==> config.mk <==
export PLATFORM = sky130hd
export DESIGN_NAME = pwm_frame_driver
export DESIGN_NICKNAME = d
export VERILOG_FILES = /design/src/rtl/pwm_frame_pkg.sv /design/src/rtl/pwm_channel.sv /design/src/rtl/pwm_frame_driver.sv
export SDC_FILE = /design/constraint.sdc
export NUM_CORES = 1
export LEC_CHECK = 0
export BUFFER_PORTS_ARGS = -buffer_cell sky130_fd_sc_hd__buf_2
export CAP_MARGIN = 20
export CORE_MARGIN = 3
export CORE_UTILIZATION = 40
export CTS_BUF_LIST = sky130_fd_sc_hd__clkbuf_16
export CTS_CLUSTER_DIAMETER = 100
export DETAILED_ROUTE_END_ITERATION = 8
export HOLD_SLACK_MARGIN = 0.1
export PLACE_DENSITY = 0.53
export SYNTH_ARGS = -nofsm -noshare
export SYNTH_HDL_FRONTEND = slang
export SYNTH_SLANG_ARGS = --single-unit
==> constraint.sdc <==
create_clock -name clk -period 1.8 [get_ports clk]
set_input_delay 0 -clock clk [delete_from_list [all_inputs] [get_ports clk]]
set_output_delay 0 -clock clk [all_outputs]
set_load 0.01 [all_outputs]
==> src/rtl/pwm_frame_pkg.sv <==
// Shared definitions for the PWM frame driver.
// Holds the commit FSM state type and the default parameter values used by
// pwm_frame_driver and pwm_channel.
package pwm_frame_pkg;

  localparam int unsigned DefN        = 8;
  localparam int unsigned DefMaxCount = 255;
  localparam int unsigned DefChannels = 16;
  localparam int unsigned DefAw       = 4;

  // StIdle: shadow writable, commit accepted. StPending: waiting for frame end.
  typedef enum logic [0:0] {
    StIdle,
    StPending
  } state_e;

endpackage

==> src/rtl/pwm_channel.sv <==
// One PWM channel: shadow and active brightness registers plus the
// registered compare against the shared frame count.
// Ports:
//   clk, reset_n   clock, asynchronous active-low reset
//   load_en_i      write wr_data_i into the shadow register
//   wr_data_i      brightness value for the shadow register
//   swap_en_i      copy shadow into active (frame boundary)
//   count_i        upstream frame count
//   blank_i        force the output low
//   pwm_o          registered LED drive
module pwm_channel
  import pwm_frame_pkg::*;
#(
  parameter int unsigned N = DefN
) (
  input  logic         clk,
  input  logic         reset_n,
  input  logic         load_en_i,
  input  logic [N-1:0] wr_data_i,
  input  logic         swap_en_i,
  input  logic [N-1:0] count_i,
  input  logic         blank_i,
  output logic         pwm_o
);

  logic [N-1:0] shadow_q, shadow_d;
  logic [N-1:0] active_q, active_d;
  logic         pwm_q, pwm_d;

  always_comb begin
    shadow_d = load_en_i ? wr_data_i : shadow_q;
    active_d = swap_en_i ? shadow_q : active_q;
    // Compare uses the active value before any swap on this edge, so a new
    // value first applies to the count following the boundary.
    pwm_d    = !blank_i && (count_i < active_q);
  end

  always_ff @(posedge clk or negedge reset_n) begin
    if (!reset_n) begin
      shadow_q <= '0;
      active_q <= '0;
      pwm_q    <= 1'b0;
    end else begin
      shadow_q <= shadow_d;
      active_q <= active_d;
      pwm_q    <= pwm_d;
    end
  end

  assign pwm_o = pwm_q;

endmodule

==> src/rtl/pwm_frame_driver.sv <==
// Multi-channel PWM generator driven by an upstream free-running count.
// Brightness values are written into a shadow bank; a commit copies the
// shadow bank into the active bank at the next frame boundary
// (count == MAX_COUNT) so updates never tear mid-frame.
// Ports:
//   clk, reset_n                   clock, asynchronous active-low reset
//   count                          upstream count, 0..MAX_COUNT
//   wr_valid/wr_addr/wr_data       shadow write request
//   wr_ready                       shadow bank accepting writes
//   commit_valid/commit_ready      commit handshake
//   commit_done                    one-cycle pulse after the swap edge
//   blank                          force all outputs low
//   pwm                            registered LED drive, bit i = channel i
module pwm_frame_driver
  import pwm_frame_pkg::*;
#(
  parameter int unsigned N         = DefN,
  parameter int unsigned MAX_COUNT = DefMaxCount,
  parameter int unsigned CHANNELS  = DefChannels,
  parameter int unsigned AW        = DefAw
) (
  input  logic                clk,
  input  logic                reset_n,
  input  logic [N-1:0]        count,
  input  logic                wr_valid,
  input  logic [AW-1:0]       wr_addr,
  input  logic [N-1:0]        wr_data,
  output logic                wr_ready,
  input  logic                commit_valid,
  output logic                commit_ready,
  output logic                commit_done,
  input  logic                blank,
  output logic [CHANNELS-1:0] pwm
);

  state_e state_q, state_d;
  logic   commit_done_q, commit_done_d;
  logic   at_boundary;
  logic   wr_fire;
  logic   commit_fire;
  logic   swap;
  logic [CHANNELS-1:0] load_en;

  assign at_boundary = (count == N'(MAX_COUNT));
  assign wr_fire     = wr_valid && wr_ready;
  assign commit_fire = commit_valid && commit_ready;
  assign swap        = (state_q == StPending) && at_boundary;

  // State register
  always_ff @(posedge clk or negedge reset_n) begin
    if (!reset_n) begin
      state_q       <= StIdle;
      commit_done_q <= 1'b0;
    end else begin
      state_q       <= state_d;
      commit_done_q <= commit_done_d;
    end
  end

  // Next-state logic. A commit accepted on a boundary edge only enters
  // StPending; the swap waits for the following boundary.
  always_comb begin
    state_d       = state_q;
    commit_done_d = swap;
    unique case (state_q)
      StIdle: begin
        if (commit_fire) state_d = StPending;
      end
      StPending: begin
        if (at_boundary) state_d = StIdle;
      end
      default: state_d = StIdle;
    endcase
  end

  // Handshake outputs decoded from the state register only.
  always_comb begin
    wr_ready     = 1'b0;
    commit_ready = 1'b0;
    unique case (state_q)
      StIdle: begin
        wr_ready     = 1'b1;
        commit_ready = 1'b1;
      end
      StPending: begin
        wr_ready     = 1'b0;
        commit_ready = 1'b0;
      end
      default: begin
        wr_ready     = 1'b0;
        commit_ready = 1'b0;
      end
    endcase
  end

  assign commit_done = commit_done_q;

  // Addresses at or above CHANNELS match no channel and are dropped.
  for (genvar ch = 0; ch < CHANNELS; ch++) begin : g_ch
    assign load_en[ch] = wr_fire && (wr_addr == AW'(ch));

    pwm_channel #(
      .N(N)
    ) u_channel (
      .clk      (clk),
      .reset_n  (reset_n),
      .load_en_i(load_en[ch]),
      .wr_data_i(wr_data),
      .swap_en_i(swap),
      .count_i  (count),
      .blank_i  (blank),
      .pwm_o    (pwm[ch])
    );
  end

endmodule

==> impl_metrics.toml, run 1 <==
[finish]
fin_util_pct = 47.4
num_antenna_cells = 0
final_area_mm2 = 0.0151
finish.net_count = 1182
drive_above_1_share_pct = 28.0
final_cells = 1501
area_delta_synth_final_pct = 16.1

[floorplanning]
initial_core_util_pct = 40.9
dieArea_mm2 = 0.0347
ios = 44
die_h_um = 186
die_w_um = 186
fp.coreArea_mm2 = 0.0318
rows = 65

[clock_network]
clockBufferDepth = 3
clock_latency_ps = 560
clk_pin_slew_ps = 60
cts_tree = "done"
postCtsSetupBuffers = 0
htree_levels = 1
root_buffer = "clkbuf_16"
cts.sinks = 274
cts_buffers = 31

[critical_path]
slowest_stage = "dfrtp_2"
crit_fanout = 21
critical_path.startpoint_type = "register"
endpoint_kind = "register"
critPathKind = "reg2reg"
critPathTopFamily = "buffers and inverters"
reg2regPathDepth = 5
crit_buf_inv = 2
worstPathCellList = "nand2_1, nor3_4, buf_4, buf_12, mux2_1"
cp_data_arrival_time_ps = 2130
max_stage_delay_ps = 420
cp_num_cells = 5
crit_required_ps = 2230

[worst_hold_path]
hp-class = "in2reg"
holdPathStages = 2

[placed_design]
place_hpwl_mm = 18.4
postPlaceCellArea_mm2 = 0.0140
dpl.cell_count = 1437
gp_congestion = 0.736
io_buffers = 43

[timing]
finClkSkew_ps = 10.3
period_needed_ps = 1700
setup_violations = 0
hold_viol = 0
tightest_slew_ps = 666
period_share_pct = 94.7
max_freq_mhz = 587
relSlewSlack_pct = 55.6
setup_tns_ps = 0
rsz0062_at_grt = "no"
slew_violations = 0

[route]
wirelength_mm = 29.3
first_pass_iters = 4
drcViolationCount = 0
dr_total_vias = 7476
wl_per_cell_um = 19.5
antenna_left = 0
viasPerCell = 4.98
drtIter0Drc = 287

[logic_synthesis]
ys.warnings.count = 0
syn_nets = 1097
synthCells = 960
syn_area_mm2 = 0.0130
ys_types = 27
ys_seq_elements = 274
ys_seq_area_share_pct = 52.7
avgSynthCellArea_um2 = 13.5

[global_route]
grt_pass1_wl_mm = 46.7
gr-total-overflow = 0
track_usage_pct = 17.7
antenna_found_initial = 0
grt_pass1_vias = 7845
grt_max_degree = 56

[pwr]
p_leak_nw = 7.38
powerDensity_mw_per_mm2 = 863
ir_drop_mv = 0.696
p_total_mw = 13.0

[status]
status = "finished, final reports clean"

[run]
max_cap_violations = 0
-- power breakdown --
group | internal (mW) | switching [mW] | total [mW]
registers | 6.27 | 0.0464 | 6.32
logic | 0.339 | 0.548 | 0.887
clock network | 3.37 | 2.45 | 5.82
total | 9.98 | 3.05 | 13.0
-- kinds of logic after synthesis --
logic type,count (synthesis),synth area share [%]
buf+inv,160,5.52
mux,256,22.2
compound gates,96,5.54
simple gates,62,3.23
flops,274,52.7
fa+ha+maj,112,10.8
-- state kept, by name, summed over array words and instances (netlist names) --
signal and cells:
g_ch.u_channel.active_q 128, g_ch.u_channel.pwm_o 16, state_q 1, g_ch.u_channel.shadow_q 128
commit_done 1
-- layout by cell type (no fill, tap or decap), types with 2 or more instances in the layout --
| cell | n |
|---|---|
| and4bb_1 | 2 |
| dfrtp_1 | 273 |
| buf_4 | 31 |
| o211ai_1 | 16 |
| inv_1 | 121 |
| buf_12 | 16 |
| mux2_1 | 100 |
| a2111oi_0 | 9 |
| bufinv_16 | 2 |
| nand2_2 | 2 |
| o21ai_0 | 15 |
| a21oi_1 | 16 |
| o2111a_1 | 16 |
| a2111oi_2 | 4 |
| a2111oi_1 | 3 |
| clkbuf_16 | 31 |
| clkinv_2 | 7 |
| clkinv_1 | 5 |
| a211oi_1 | 16 |
| mux2_2 | 156 |
| buf_2 | 42 |
| nand2_1 | 9 |
| ha_1 | 112 |
| nor2b_1 | 22 |
| nor2_1 | 3 |
| dlygate4sd3_1 | 9 |
| nor3b_1 | 16 |
-- metal layers --
metal	global-route usage [%]	up-vias	share of wire [%]	wire length (um)
met5	0	-	0	0
met4	3.25	0	1.8	515
met3	2.35	39	2.4	691
met2	29.2	61	47	13700
met1	25.5	3821	49	14400
li1	-	3555	-	-
-- stage by stage --
step           setup slack [ps]  hold slack, ps
5_1_grt                    4.62             115
4_1_cts                  0.0462             101
2_1_floorplan               227            -296
3_5_place_dp               -156           -84.4
3_3_place_gp               -159           -88.3
6_report                   96.1             119
-- synth_stat cells, drive strengths merged --
| cell | instances | area (um^2) |
|---|---|---|
| dfrtp | 274 | 6860 |
| mux2 | 256 | 2880 |
| inv | 113 | 424 |
| ha | 112 | 1400 |
| buf | 37 | 255 |
| nor2b | 22 | 138 |
| nor3b | 17 | 133 |
| a2111oi | 16 | 140 |
| a211oi | 16 | 120 |
| a21oi | 16 | 80.1 |
| o2111a | 16 | 180 |
| o211ai | 16 | 120 |
| o21ai | 16 | 80.1 |
| nand2 | 11 | 41.3 |
| clkbuf | 10 | 37.5 |
| nor2 | 4 | 17.5 |
| and4bb | 2 | 25.0 |
| nand2b | 1 | 6.26 |
| nand3 | 1 | 5.00 |
| nand4 | 1 | 6.26 |
| nand4b | 1 | 23.8 |
| nor3 | 1 | 10.0 |
| nor4b | 1 | 15.0 |
-- worst paths after layout --
| check | from | endpoint | slack [ps] |
|---|---|---|---|
| min in group asynchronous | reset_n | g_ch[12].u_channel.shadow_q[3]$_DFFE_PN0P_ | 610 |
| max in group asynchronous | reset_n | g_ch[9].u_channel.active_q[3]$_DFFE_PN0P_ | 840 |
| max | state_q$_DFF_PN0_ | g_ch[14].u_channel.active_q[1]$_DFFE_PN0P_ | 100 |
| min reg2reg | g_ch[13].u_channel.shadow_q[6]$_DFFE_PN0P_ | g_ch[13].u_channel.active_q[6]$_DFFE_PN0P_ | 480 |
| min | wr_data[6] | g_ch[12].u_channel.shadow_q[6]$_DFFE_PN0P_ | 120 |
| max reg2reg | state_q$_DFF_PN0_ | g_ch[14].u_channel.active_q[1]$_DFFE_PN0P_ | 100 |
-- layout make-up --
type	instances	area, um^2
clock buffers	31	776
inverters	113	424
well taps	435	544
clock inverters	23	153
repair buffers	99	868
multi-input cells	526	5470
flip-flops and latches	274	6860
fillers	2903	16700
-- what timing repair did --
action | CTS | global route
cloned | 0 | 0
pin swaps | 0 | 1
gates resized for setup | 3 | 12
hold buffers | 9 | 1
endpoints found under the setup margin | 2 | 69
endpoints found under the hold margin | 323 | 1
(Power assumes the default switching activity.)
==> run 2: changes to the inputs <==
--- a/config.mk
+++ b/config.mk
@@ -7,13 +7,16 @@
 export LEC_CHECK = 0
 export BUFFER_PORTS_ARGS = -buffer_cell sky130_fd_sc_hd__buf_2
 export CAP_MARGIN = 20
+export CELL_PAD_IN_SITES_DETAIL_PLACEMENT = 0
+export CELL_PAD_IN_SITES_GLOBAL_PLACEMENT = 1
 export CORE_MARGIN = 3
 export CORE_UTILIZATION = 40
 export CTS_BUF_LIST = sky130_fd_sc_hd__clkbuf_16
 export CTS_CLUSTER_DIAMETER = 100
 export DETAILED_ROUTE_END_ITERATION = 8
 export HOLD_SLACK_MARGIN = 0.1
-export PLACE_DENSITY = 0.53
+export PLACE_DENSITY = 0.62
+export RECOVER_POWER = 50
 export SYNTH_ARGS = -nofsm -noshare
 export SYNTH_HDL_FRONTEND = slang
 export SYNTH_SLANG_ARGS = --single-unit
==> impl_metrics.toml, run 2 (same netlist as run 1, synthesis figures left out) <==
[status]
status = "finished, final reports clean"

[timing]
relSlewSlack_pct = 40.6
finClkSkew_ps = 5.17
worst_slack_ps = 101
period_needed_ps = 1700
max_freq_mhz = 588
period_share_pct = 94.4
tightest_slew_ps = 892
slew_violations = 0
setup_violations = 0
rsz0062_at_grt = "no"
hold_viol = 0

[critical_path]
endpoint_kind = "register"
crit_fanout = 25
reg2reg_slack_ps = 100
cp_data_arrival_time_ps = 2130
rr_startpoint = "state_q$_DFF_PN0_"
critical_path.startpoint_type = "register"
reg2regPathDepth = 5
worstPathCellList = "nand2_1, nor3_4, buf_4, buf_12, mux2_2"
max_stage_delay_ps = 430
slowest_stage = "dfrtp_1"
crit_required_ps = 2230
rr_endpoint = "g_ch[10].u_channel.active_q[3]$_DFFE_PN0P_"
critPathKind = "reg2reg"

[placed_design]
io_buffers = 43
place_hpwl_mm = 18.5
gp_congestion = 0.716
preCtsSetupSlack_ps = -110

[pwr]
ir_drop_mv = 0.721
powerDensity_mw_per_mm2 = 889
p_leak_nw = 7.31

[clock_network]
htree_levels = 1
clk_pin_slew_ps = 60
cts.sinks = 274
root_buffer = "clkbuf_16"
cts_buffers = 31
cts_tree = "done"
clockBufferDepth = 3
clock_latency_ps = 550

[route]
viasPerCell = 4.96
dr_total_vias = 7461
antenna_left = 0
wl_per_cell_um = 19.3
first_pass_iters = 4
wirelength_mm = 29.0
drcViolationCount = 0
drtIter0Drc = 233

[global_route]
antenna_found_initial = 0
grt_max_degree = 71
grt_pass1_wl_mm = 45.5
grt_pass1_vias = 7553
gr-total-overflow = 0
track_usage_pct = 17.3

[finish]
layout_common_cells = "dfrtp_1 (274), mux2_2 (156), inv_1 (118), ha_1 (112), mux2_1 (100)"
area_delta_synth_final_pct = 15.7
num_antenna_cells = 0
fin_util_pct = 47.3
finish.net_count = 1184
final_common_cell = "dfrtp_1"
drive_above_1_share_pct = 27.5

[floorplanning]
die_h_um = 186
initial_core_util_pct = 40.9
dieArea_mm2 = 0.0347
fp.coreArea_mm2 = 0.0318
rows = 65
ios = 44
die_w_um = 186

[worst_hold_path]
whs_endpoint = "g_ch[13].u_channel.shadow_q[5]$_DFFE_PN0P_"
holdPathStages = 2
worst_hold_startpoint = "wr_data[5]"
hp-class = "in2reg"

[run]
max_cap_violations = 0
-- run 2: cell types whose count changed in the layout (fill, tap and decap cells not counted), moves of 2 or more --
cell,delta
buf_12,-9
buf_2,-7
buf_4,+4
bufinv_16,+2
clkbuf_1,+8
clkbuf_2,+3
clkbuf_4,+3
clkinv_2,-4
clkinvlp_4,+6
inv_1,-3
-- run 2: through the flow --
step / hold slack (ps) / instances / power (mW) / setup TNS (ps) / cell area (um^2)
floorplan: -296 / 960 / 6.80 / 0 / 13000
global placement: -61.6 / 1438 / 7.27 / -167 / 14000
detailed placement: -64.7 / 1438 / 7.29 / -170 / 14000
CTS: 102 / 1504 / 13.6 / 0 / 15100
global route: 100 / 1504 / 14.0 / 0 / 15000
finish: 122 / 1504 / 13.4 / 0 / 15000
-- run 2: layout make-up --
class,count,area (um^2)
multi-input cells,526,5460
well taps,435,544
clock inverters,24,226
inverters,113,424
clock buffers,31,776
fillers,2901,16800
flip-flops and latches,274,6860
repair buffers,101,746
-- run 2: how the worst max path moves through the flow --
stage	slack, ps	to	cells after the start	from
3_3_place_gp	-110	g_ch[1].u_channel.pwm_o$_DFF_PN0_	6	g_ch[1].u_channel.active_q[3]$_DFFE_PN0P_
6_report	100	g_ch[10].u_channel.active_q[3]$_DFFE_PN0P_	5	state_q$_DFF_PN0_
4_1_cts	7	g_ch[2].u_channel.pwm_o$_DFF_PN0_	6	g_ch[2].u_channel.active_q[3]$_DFFE_PN0P_
5_1_grt	0.5	g_ch[10].u_channel.active_q[6]$_DFFE_PN0P_	5	state_q$_DFF_PN0_
3_5_place_dp	-110	g_ch[1].u_channel.pwm_o$_DFF_PN0_	6	g_ch[1].u_channel.active_q[3]$_DFFE_PN0P_
2_1_floorplan	230	g_ch[12].u_channel.shadow_q[0]$_DFFE_PN0P_	4	state_q$_DFF_PN0_
-- run 2: critical path: cells and delay by family (launching register included) --
kind | cells | cell delay (ps)
and+or+nand+nor | 2 | 400
buffers and inverters | 2 | 390
muxes | 1 | 350
DFF | 1 | 430
-- run 2: where the power goes --
part | total (mW) | internal (mW) | switching (mW)
Combinational | 0.840 | 0.308 | 0.532
Clock | 6.20 | 3.68 | 2.52
Sequential | 6.32 | 6.27 | 0.0476
Total | 13.4 | 10.3 | 3.10
-- run 2: repair_timing --
action,CTS,global route
setup buffers,0,0
gates resized for setup,4,9
hold endpoints to repair,332,0
pin swaps,0,2
hold buffers,11,0
setup endpoints to repair,3,21
-- run 2: per-layer routing --
layer | share of wire [%] | vias up | global-route usage [%]
met1 | 48 | 3808 | 24.4
met2 | 48 | 58 | 29.1
met5 | 0 | - | 0
met4 | 1.5 | 0 | 3.19
li1 | - | 3566 | -
met3 | 2.4 | 29 | 2.31
